<file path="src/rtl/axis_gen_mc_if.sv">
// AXI-Stream style interface: data/vld/last driven by the source, rdy by the sink.
interface axis_if #(
    parameter int DATAW = 64
);
    logic [DATAW-1:0] data;
    logic             vld;
    logic             last;
    logic             rdy;

    modport out  (output data, vld, last, input rdy);
    modport sink (input data, vld, last, output rdy);
endinterface

</file>
<file path="src/rtl/axis_gen_mc.sv">
// Stream packet generator: LFSR / count / all-ones payload, configurable length, count and gap.
// Define AXIS_GEN_MC_HDR_EN to make the first beat of each packet a {pkt_cnt, len} header.
module axis_gen_mc #(
    parameter int          DATAW   = 64,
    parameter int          MAX_LEN = 256,
    parameter logic [63:0] SEED    = 64'hFEDCBA9876543210
) (
    input  logic                         clk,
    input  logic                         s_rst_n,
    input  logic                         start,
    input  logic                         stop,
    input  logic [1:0]                   mode,
    input  logic [$clog2(MAX_LEN+1)-1:0] pkt_len,
    input  logic [15:0]                  num_pkts,
    input  logic [7:0]                   gap,
    axis_if.out                          m_axis,
    output logic                         busy,
    output logic                         done,
    output logic [15:0]                  pkt_cnt
);
    localparam int LW = $clog2(MAX_LEN+1);
    localparam logic [63:0] LFSR_MASK = 64'hD800_0000_0000_0000;

    typedef enum logic [1:0] {IDLE, SEND, GAP} state_t;

    state_t           state, state_nxt;
    logic [1:0]       mode_q;
    logic [LW-1:0]    len_q, beat_idx, len_in;
    logic [15:0]      num_q, pkt_cnt_q;
    logic [7:0]       gap_q, gap_cnt;
    logic [63:0]      lfsr, lfsr_nxt;
    logic [DATAW-1:0] run_cnt, payload;
    logic             stop_pend, done_q;
    logic             start_ok, xfer, last_beat, hdr_beat, pay_step, run_end;

    always_comb begin
        start_ok  = start && !stop;
        xfer      = (state == SEND) && m_axis.rdy;
        last_beat = (beat_idx == len_q - LW'(1));
`ifdef AXIS_GEN_MC_HDR_EN
        hdr_beat  = (beat_idx == '0);
`else
        hdr_beat  = 1'b0;
`endif
        pay_step  = xfer && !hdr_beat;
        // A stop arriving on the last beat itself still ends the run there
        run_end   = stop || stop_pend || ((num_q != 16'd0) && (pkt_cnt_q + 16'd1 == num_q));
        lfsr_nxt  = {1'b0, lfsr[63:1]} ^ ({64{lfsr[0]}} & LFSR_MASK);
        if (pkt_len == '0)
            len_in = LW'(1);
        else if (pkt_len > LW'(MAX_LEN))
            len_in = LW'(MAX_LEN);
        else
            len_in = pkt_len;
    end

    always_comb begin
        state_nxt = state;
        case (state)
            IDLE: if (start_ok) state_nxt = SEND;
            SEND: begin
                if (xfer && last_beat) begin
                    if (run_end)            state_nxt = IDLE;
                    else if (gap_q == 8'd0) state_nxt = SEND;
                    else                    state_nxt = GAP;
                end
            end
            GAP: begin
                if (stop)                 state_nxt = IDLE;
                else if (gap_cnt == 8'd1) state_nxt = SEND;
            end
            default: state_nxt = IDLE;
        endcase
    end

    always_ff @(posedge clk or negedge s_rst_n) begin
        if (!s_rst_n) state <= IDLE;
        else          state <= state_nxt;
    end

    always_ff @(posedge clk or negedge s_rst_n) begin
        if (!s_rst_n) begin
            mode_q    <= 2'd0;
            len_q     <= LW'(1);
            num_q     <= 16'd0;
            gap_q     <= 8'd0;
            gap_cnt   <= 8'd0;
            lfsr      <= SEED;
            run_cnt   <= '0;
            beat_idx  <= '0;
            pkt_cnt_q <= 16'd0;
            stop_pend <= 1'b0;
            done_q    <= 1'b0;
        end else begin
            done_q <= (state != IDLE) && (state_nxt == IDLE);
            case (state)
                IDLE: begin
                    if (start_ok) begin
                        mode_q    <= mode;
                        len_q     <= len_in;
                        num_q     <= num_pkts;
                        gap_q     <= gap;
                        lfsr      <= SEED;
                        run_cnt   <= '0;
                        beat_idx  <= '0;
                        pkt_cnt_q <= 16'd0;
                        stop_pend <= 1'b0;
                    end
                end
                SEND: begin
                    if (stop) stop_pend <= 1'b1;
                    if (pay_step) begin
                        lfsr    <= lfsr_nxt;
                        run_cnt <= run_cnt + DATAW'(1);
                    end
                    if (xfer) begin
                        if (last_beat) begin
                            beat_idx <= '0;
                            gap_cnt  <= gap_q;
                            if (pkt_cnt_q != 16'hFFFF) pkt_cnt_q <= pkt_cnt_q + 16'd1;
                        end else begin
                            beat_idx <= beat_idx + LW'(1);
                        end
                    end
                end
                GAP: gap_cnt <= gap_cnt - 8'd1;
                default: ;
            endcase
        end
    end

    always_comb begin
        case (mode_q)
            2'd1:    payload = run_cnt;
            2'd2:    payload = '1;
            default: payload = lfsr[DATAW-1:0];
        endcase
    end

`ifdef AXIS_GEN_MC_HDR_EN
    logic [15+LW:0] hdr;
    assign hdr         = {pkt_cnt_q, len_q};
    assign m_axis.data = (state == SEND && hdr_beat) ? DATAW'(hdr) : payload;
`else
    assign m_axis.data = payload;
`endif
    assign m_axis.vld  = (state == SEND);
    assign m_axis.last = (state == SEND) && last_beat;
    assign busy        = (state != IDLE);
    assign done        = done_q;
    assign pkt_cnt     = pkt_cnt_q;
endmodule

</file>
<file path="src/flat_wrapper.sv">
// flat-port wrapper written by rule: the top's interface ports become plain ports
module axis_gen_mc_flat 
#(
    parameter int          DATAW   = 64,
    parameter int          MAX_LEN = 256,
    parameter logic [63:0] SEED    = 64'hFEDCBA9876543210
)
  (clk, s_rst_n, start, stop, mode, pkt_len, num_pkts, gap, busy, done, pkt_cnt, m_axis_data, m_axis_vld, m_axis_last, m_axis_rdy);
  axis_if #(.DATAW(DATAW)) m_axis_i ();
  input  logic clk;
  input  logic s_rst_n;
  input  logic start;
  input  logic stop;
  input  logic [1:0] mode;
  input  logic [$clog2(MAX_LEN+1)-1:0] pkt_len;
  input  logic [15:0] num_pkts;
  input  logic [7:0] gap;
  output logic busy;
  output logic done;
  output logic [15:0] pkt_cnt;
  output wire logic [$bits(m_axis_i.data)-1:0] m_axis_data;
  output wire logic [$bits(m_axis_i.vld)-1:0] m_axis_vld;
  output wire logic [$bits(m_axis_i.last)-1:0] m_axis_last;
  input wire logic [$bits(m_axis_i.rdy)-1:0] m_axis_rdy;
  assign m_axis_data = m_axis_i.data;
  assign m_axis_vld = m_axis_i.vld;
  assign m_axis_last = m_axis_i.last;
  assign m_axis_i.rdy = m_axis_rdy;
  axis_gen_mc #(.DATAW(DATAW), .MAX_LEN(MAX_LEN), .SEED(SEED)) u_core (.clk(clk), .s_rst_n(s_rst_n), .start(start), .stop(stop), .mode(mode), .pkt_len(pkt_len), .num_pkts(num_pkts), .gap(gap), .m_axis(m_axis_i), .busy(busy), .done(done), .pkt_cnt(pkt_cnt));
endmodule
</file>
<file path="config.mk">
export PLATFORM = sky130hd
export DESIGN_NAME = axis_gen_mc_flat
export DESIGN_NICKNAME = d
export VERILOG_FILES = /design/src/rtl/axis_gen_mc_if.sv /design/src/rtl/axis_gen_mc.sv /design/src/flat_wrapper.sv
export SDC_FILE = /design/constraint.sdc
export NUM_CORES = 1
export LEC_CHECK = 0
export CELL_PAD_IN_SITES_DETAIL_PLACEMENT = 1
export CELL_PAD_IN_SITES_GLOBAL_PLACEMENT = 2
export CORE_AREA = 2 2 217 165
export DETAILED_ROUTE_END_ITERATION = 10
export DIE_AREA = 0 0 219 167
export MAX_ROUTING_LAYER = met4
export PLACE_DENSITY = 0.75
export SYNTH_ARGS = -nofsm -noshare
export SYNTH_HDL_FRONTEND = slang
export SYNTH_SLANG_ARGS = --single-unit
</file>
<file path="constraint.sdc">
create_clock -name clk -period 2.9 [get_ports clk]
set_clock_uncertainty 0.2 [all_clocks]
set_input_delay 0.725 -clock clk [delete_from_list [all_inputs] [get_ports clk]]
set_output_delay 0.725 -clock clk [all_outputs]
set_load 0.05 [all_outputs]
</file>
* Word-level counts from Yosys, hierarchy flattened
Index checks and enable logic that the tools add are counted.
** Word-level totals
- Register bits :: 200
- Output and inout bits :: 84
- Logic and storage cells :: 85
** Cells by class
- Add/sub/neg operators :: 5
- $lt $le $gt $ge :: 1
- Equal/unequal tests :: 13
- Mux-type cells :: 31
- Bitwise operators :: 1
- Reductions and logical operators :: 22
** Operators with widths (number)
- one-hot mux 64 bit (2 select lines) :: 3
- two-way mux 64 bit :: 4
- adder 64 x 1 -> 64 bit (second input constant) :: 1
- two-way mux 16 bit :: 4
- XOR 63 x 64 -> 64 bit :: 1
- two-way mux 9 bit :: 5
- one-hot mux 16 bit (2 select lines) :: 1
- one-hot mux 9 bit (2 select lines) :: 1
- adder 16 x 1 -> 16 bit (second input constant) :: 1
- == test 16 bit :: 1
- two-way mux 8 bit :: 2
- inequality test 16 bit (second input constant) :: 1
- one-hot mux 8 bit (2 select lines) :: 1
- nonzero test 16 bit :: 1
- two-way mux 2 bit :: 6
- adder 9 x 1 -> 9 bit (second input constant) :: 1
- == test 9 bit :: 1
- > comparator 9 bit (second input constant) :: 1
- logical NOT 9 bit :: 1
- AND reduction 3 bit :: 3
- subtractor 9 x 1 -> 9 bit (second input constant) :: 1
- == test 8 x 1 -> 1 bit (second input constant) :: 1
- logical NOT 8 bit :: 1
- inequality test 2 x 1 -> 1 bit (second input constant) :: 4
- 14 further kinds :: 26

* Logic depth before layout (Yosys ltp)
- Depth in word-level cells :: 9
- Gate-level depth with buffers :: 10
- Gate-level depth less buffers :: 9

* Least setup slack after synthesis
OpenSTA, ideal clock, no wires.
- Kind :: reg2out
- Start point :: register u_core.len_q[0]
- End point :: output m_axis_last
- Arrival time :: 2.471 ns
- Required time :: 1.975 ns
- Slack :: -0.496 ns
- Stages on the path, launching flop included :: 9
- Path buffers :: 0
- Path through :: dfstp_2 > inv_1 > ha_1 > nor2b_1 > a221o_1 > and3_1 > a21oi_1 > nand2_1 > nor2_1
** On the way
- Longest elaborated chain between the ends :: 3
** RTL lines
- start: declaration :: line axis_gen_mc.sv:28 : logic [LW-1:0] len_q, beat_idx, len_in;
- start signal: assignment :: line axis_gen_mc.sv:100 : len_q <= len_in;
- subtractor 9 x 1 -> 9 bit :: line axis_gen_mc.sv:39 : last_beat = (beat_idx == len_q - LW'(1));
- == test 9 bit :: line axis_gen_mc.sv:39
- logical AND 1 bit :: line axis_gen_mc.sv:148 : assign m_axis.last = (state == SEND) && last_beat;
- end: declaration :: line flat_wrapper.sv:23 : output wire logic [$bits(m_axis_i.last)-1:0] m_axis_last;
Every way passes these cells.

* Final worst setup path
Ends and elaborated chain as after synthesis.

==> results.toml <==
[global_route]
antenna_found_initial = 0
grt_max_degree = 52
first_global_vias = 9789
grt-ovfl-total = 0
grt_pass1_wl_um = 57200
track_usage_pct = 20.6

[route]
vias = 9772
ant_nets = 0
dr.pass1.iters = 5
drcViolationCount = 0
detail_route.wl_per_cell_um = 20.5
drt-total-wl_um = 37900
drtIter0Drc = 638
viasPerCell = 5.28

[setup_path]
path_max_fanout = 2
cp_num_buf_inv = 2
worstPathCellList = "inv_2, ha_4, nor2b_4, a221o_1, and3_4, a21oi_4, nand2_2, nor2_4, buf_12"
r2r_cells = 7
end_kind = "output pin"
ff2ff_setup_slack_ps = 40
cp_slowest_cell = "dfstp_2"
worstPathArrival_ps = 2290
cp-start-kind = "register"
crit_required_ps = 1980
reg2reg_from = "u_core.state[0]$_DFF_PN0_"
path_delay_family = "flip-flops"
path_class = "reg2out"
r2r-end = "u_core.run_cnt[48]$_DFFE_PN0P_"
crit_path_max_incr_delay_ps = 540

[floorplanning]
die_w_um = 219
core_area_um2 = 34400
die-area_um2 = 36600
io_pins = 124
die_h_um = 167
rows = 59
start_util_pct = 30.7

[sta]
worst_pin_slew_ps = 610
fin_hold_ws_ps = 22.5
timing.slew.headroom_pct = 58.9
drv_slew = 0
fin_ws_ps = -311
rsz0062_at_grt = "yes"
finalCriticalPeriod_ps = 3210
period_share_pct = 111
hold_viol_final = 0
fmax_mhz = 311
setup_viol = 3
tns_ps = -347

[layout]
layout_common_cells = "nand2_1 (204), dfrtp_1 (164), buf_4 (94)"
drive_gt1_share_pct = 30.1
final_nets = 1429
final_common_cell = "nand2_1"
num_antenna_cells = 0
area_delta_synth_final_pct = 46.7
fin_util_pct = 45.1
fillers = 3836

[placed_design]
hpwl_um = 24100
port_buffers = 123
gp_congestion = 0.782

[yosys]
synth_ff_type = "dfrtp_1"
ys_top_cells_by_area = "dfrtp_1 (40%), dfstp_2 (8.2%), nand2_1 (7.4%), a21oi_1 (5.3%), o21ai_0 (4.8%)"
syn_inst = 1186
netlist.area_leader.share_pct = 39.5
yosys.area.top_type = "dfrtp_1"
yosysSeqAreaShare_pct = 47.7
syn_area_per_cell_um2 = 8.92
synth.net_count = 1234
ys_seq_elements = 200
synth-edff-count = 0
async_reset_ff_share_pct = 100
synth_area_um2 = 10600
synthDistinctLibCells = 59
ys_warn_count = 0

[cts]
cts.sinks = 200
cts_root_buf = "clkbuf_16"
cts_max_level = 4
tritoncts = "built"
clk_pin_slew_ps = 80
clk_latency_ps = 460
numCtsBuffers = 17
clockBufferDepth = 2

[worst_hold_path]
hold_class = "in2async"

[outcome]
violations = "negative setup slack"
outcome = "finished, violations left"

[flow_run]
cap_violations = 0
-- final cells by class --
class | count | area (um^2) | area share (%)
Clock buffer | 19 | 453 | 2.92
Clock inverter | 13 | 120 | 0.774
Inverter | 23 | 86.3 | 0.556
Multi-Input combinational cell | 889 | 5960 | 38.4
Sequential cell | 200 | 5050 | 32.6
Tap cell | 457 | 572 | 3.69
Timing Repair Buffer | 250 | 3270 | 21.1
-- logic make-up (layout without fill, tap and decap cells) --
| kind of cell | count (synthesis) | in the layout | synth area share, % |
|---|---|---|---|
| buf+inv | 97 | 305 | 3.55 |
| simple gates | 480 | 480 | 22.1 |
| mux | 3 | 3 | 0.296 |
| xor+xnor | 83 | 83 | 6.87 |
| compound gates | 315 | 315 | 18.6 |
| fa+ha+maj | 8 | 8 | 0.946 |
| flops | 200 | 200 | 47.7 |
-- layer usage --
| layer | track usage (%) | part of all wire, % | wire length (um) |
|---|---|---|---|
| met1 | 30.0 | 50 | 19100 |
| met2 | 30.4 | 46 | 17300 |
| met3 | 3.00 | 2.5 | 935 |
| met4 | 4.55 | 1.4 | 520 |
| met5 | - | 0 | 0 |
-- registers in the layout (all words and copies together), names as in the netlist --
| name | count |
|---|---|
| u_core.stop_pend | 1 |
| u_core.gap_cnt | 8 |
| u_core.state | 2 |
| u_core.len_q | 9 |
| u_core.mode_q | 2 |
| u_core.num_q | 16 |
| u_core.run_cnt | 64 |
| u_core.gap_q | 8 |
| u_core.lfsr | 64 |
| u_core.beat_idx | 9 |
| u_core.pkt_cnt | 16 |
| u_core.done | 1 |
-- stage by stage --
stage / setup WS, ps / instances / instance area, um^2
2_1_floorplan: -285 / 1186 / 10700
3_3_place_gp: -647 / 1781 / 13700
3_5_place_dp: -661 / 1781 / 13700
4_1_cts: -373 / 1830 / 14800
5_1_grt: -409 / 1851 / 15500
6_report: -311 / 1851 / 15500
-- how the worst max path moves through the flow --
stage	startpoint	endpoint	slack (ps)	cells after the start
6_report	u_core.len_q[0]$_DFFE_PN1P_	m_axis_last	-310	9
5_1_grt	u_core.len_q[0]$_DFFE_PN1P_	m_axis_last	-410	9
3_5_place_dp	start	u_core.run_cnt[42]$_DFFE_PN0P_	-660	9
4_1_cts	u_core.len_q[0]$_DFFE_PN1P_	m_axis_last	-370	9
3_3_place_gp	start	u_core.run_cnt[34]$_DFFE_PN0P_	-650	9
2_1_floorplan	u_core.len_q[0]$_DFFE_PN1P_	m_axis_last	-280	8
-- synthesized netlist by cell type (all sizes together), types with 22 or more instances --
library cell  instances
or3                  22
nor2                 81
dfrtp               167
xnor2                39
xor2                 44
dfstp                33
a22o                 35
o21ai               101
o22a                 29
nand3                40
nand2               208
inv                  23
clkbuf               60
a21oi               111
-- repair_timing --
item	CTS	global route
gates resized for setup	58	112
setup buffers	13	13
hold buffers	0	0
hold endpoints to repair	0	0
endpoints found under the setup margin	97	66
cloned	4	8
pin swaps	16	34
Power is not shown: default switching activity piles up to over one toggle a cycle in this logic, so the estimate is an artifact.
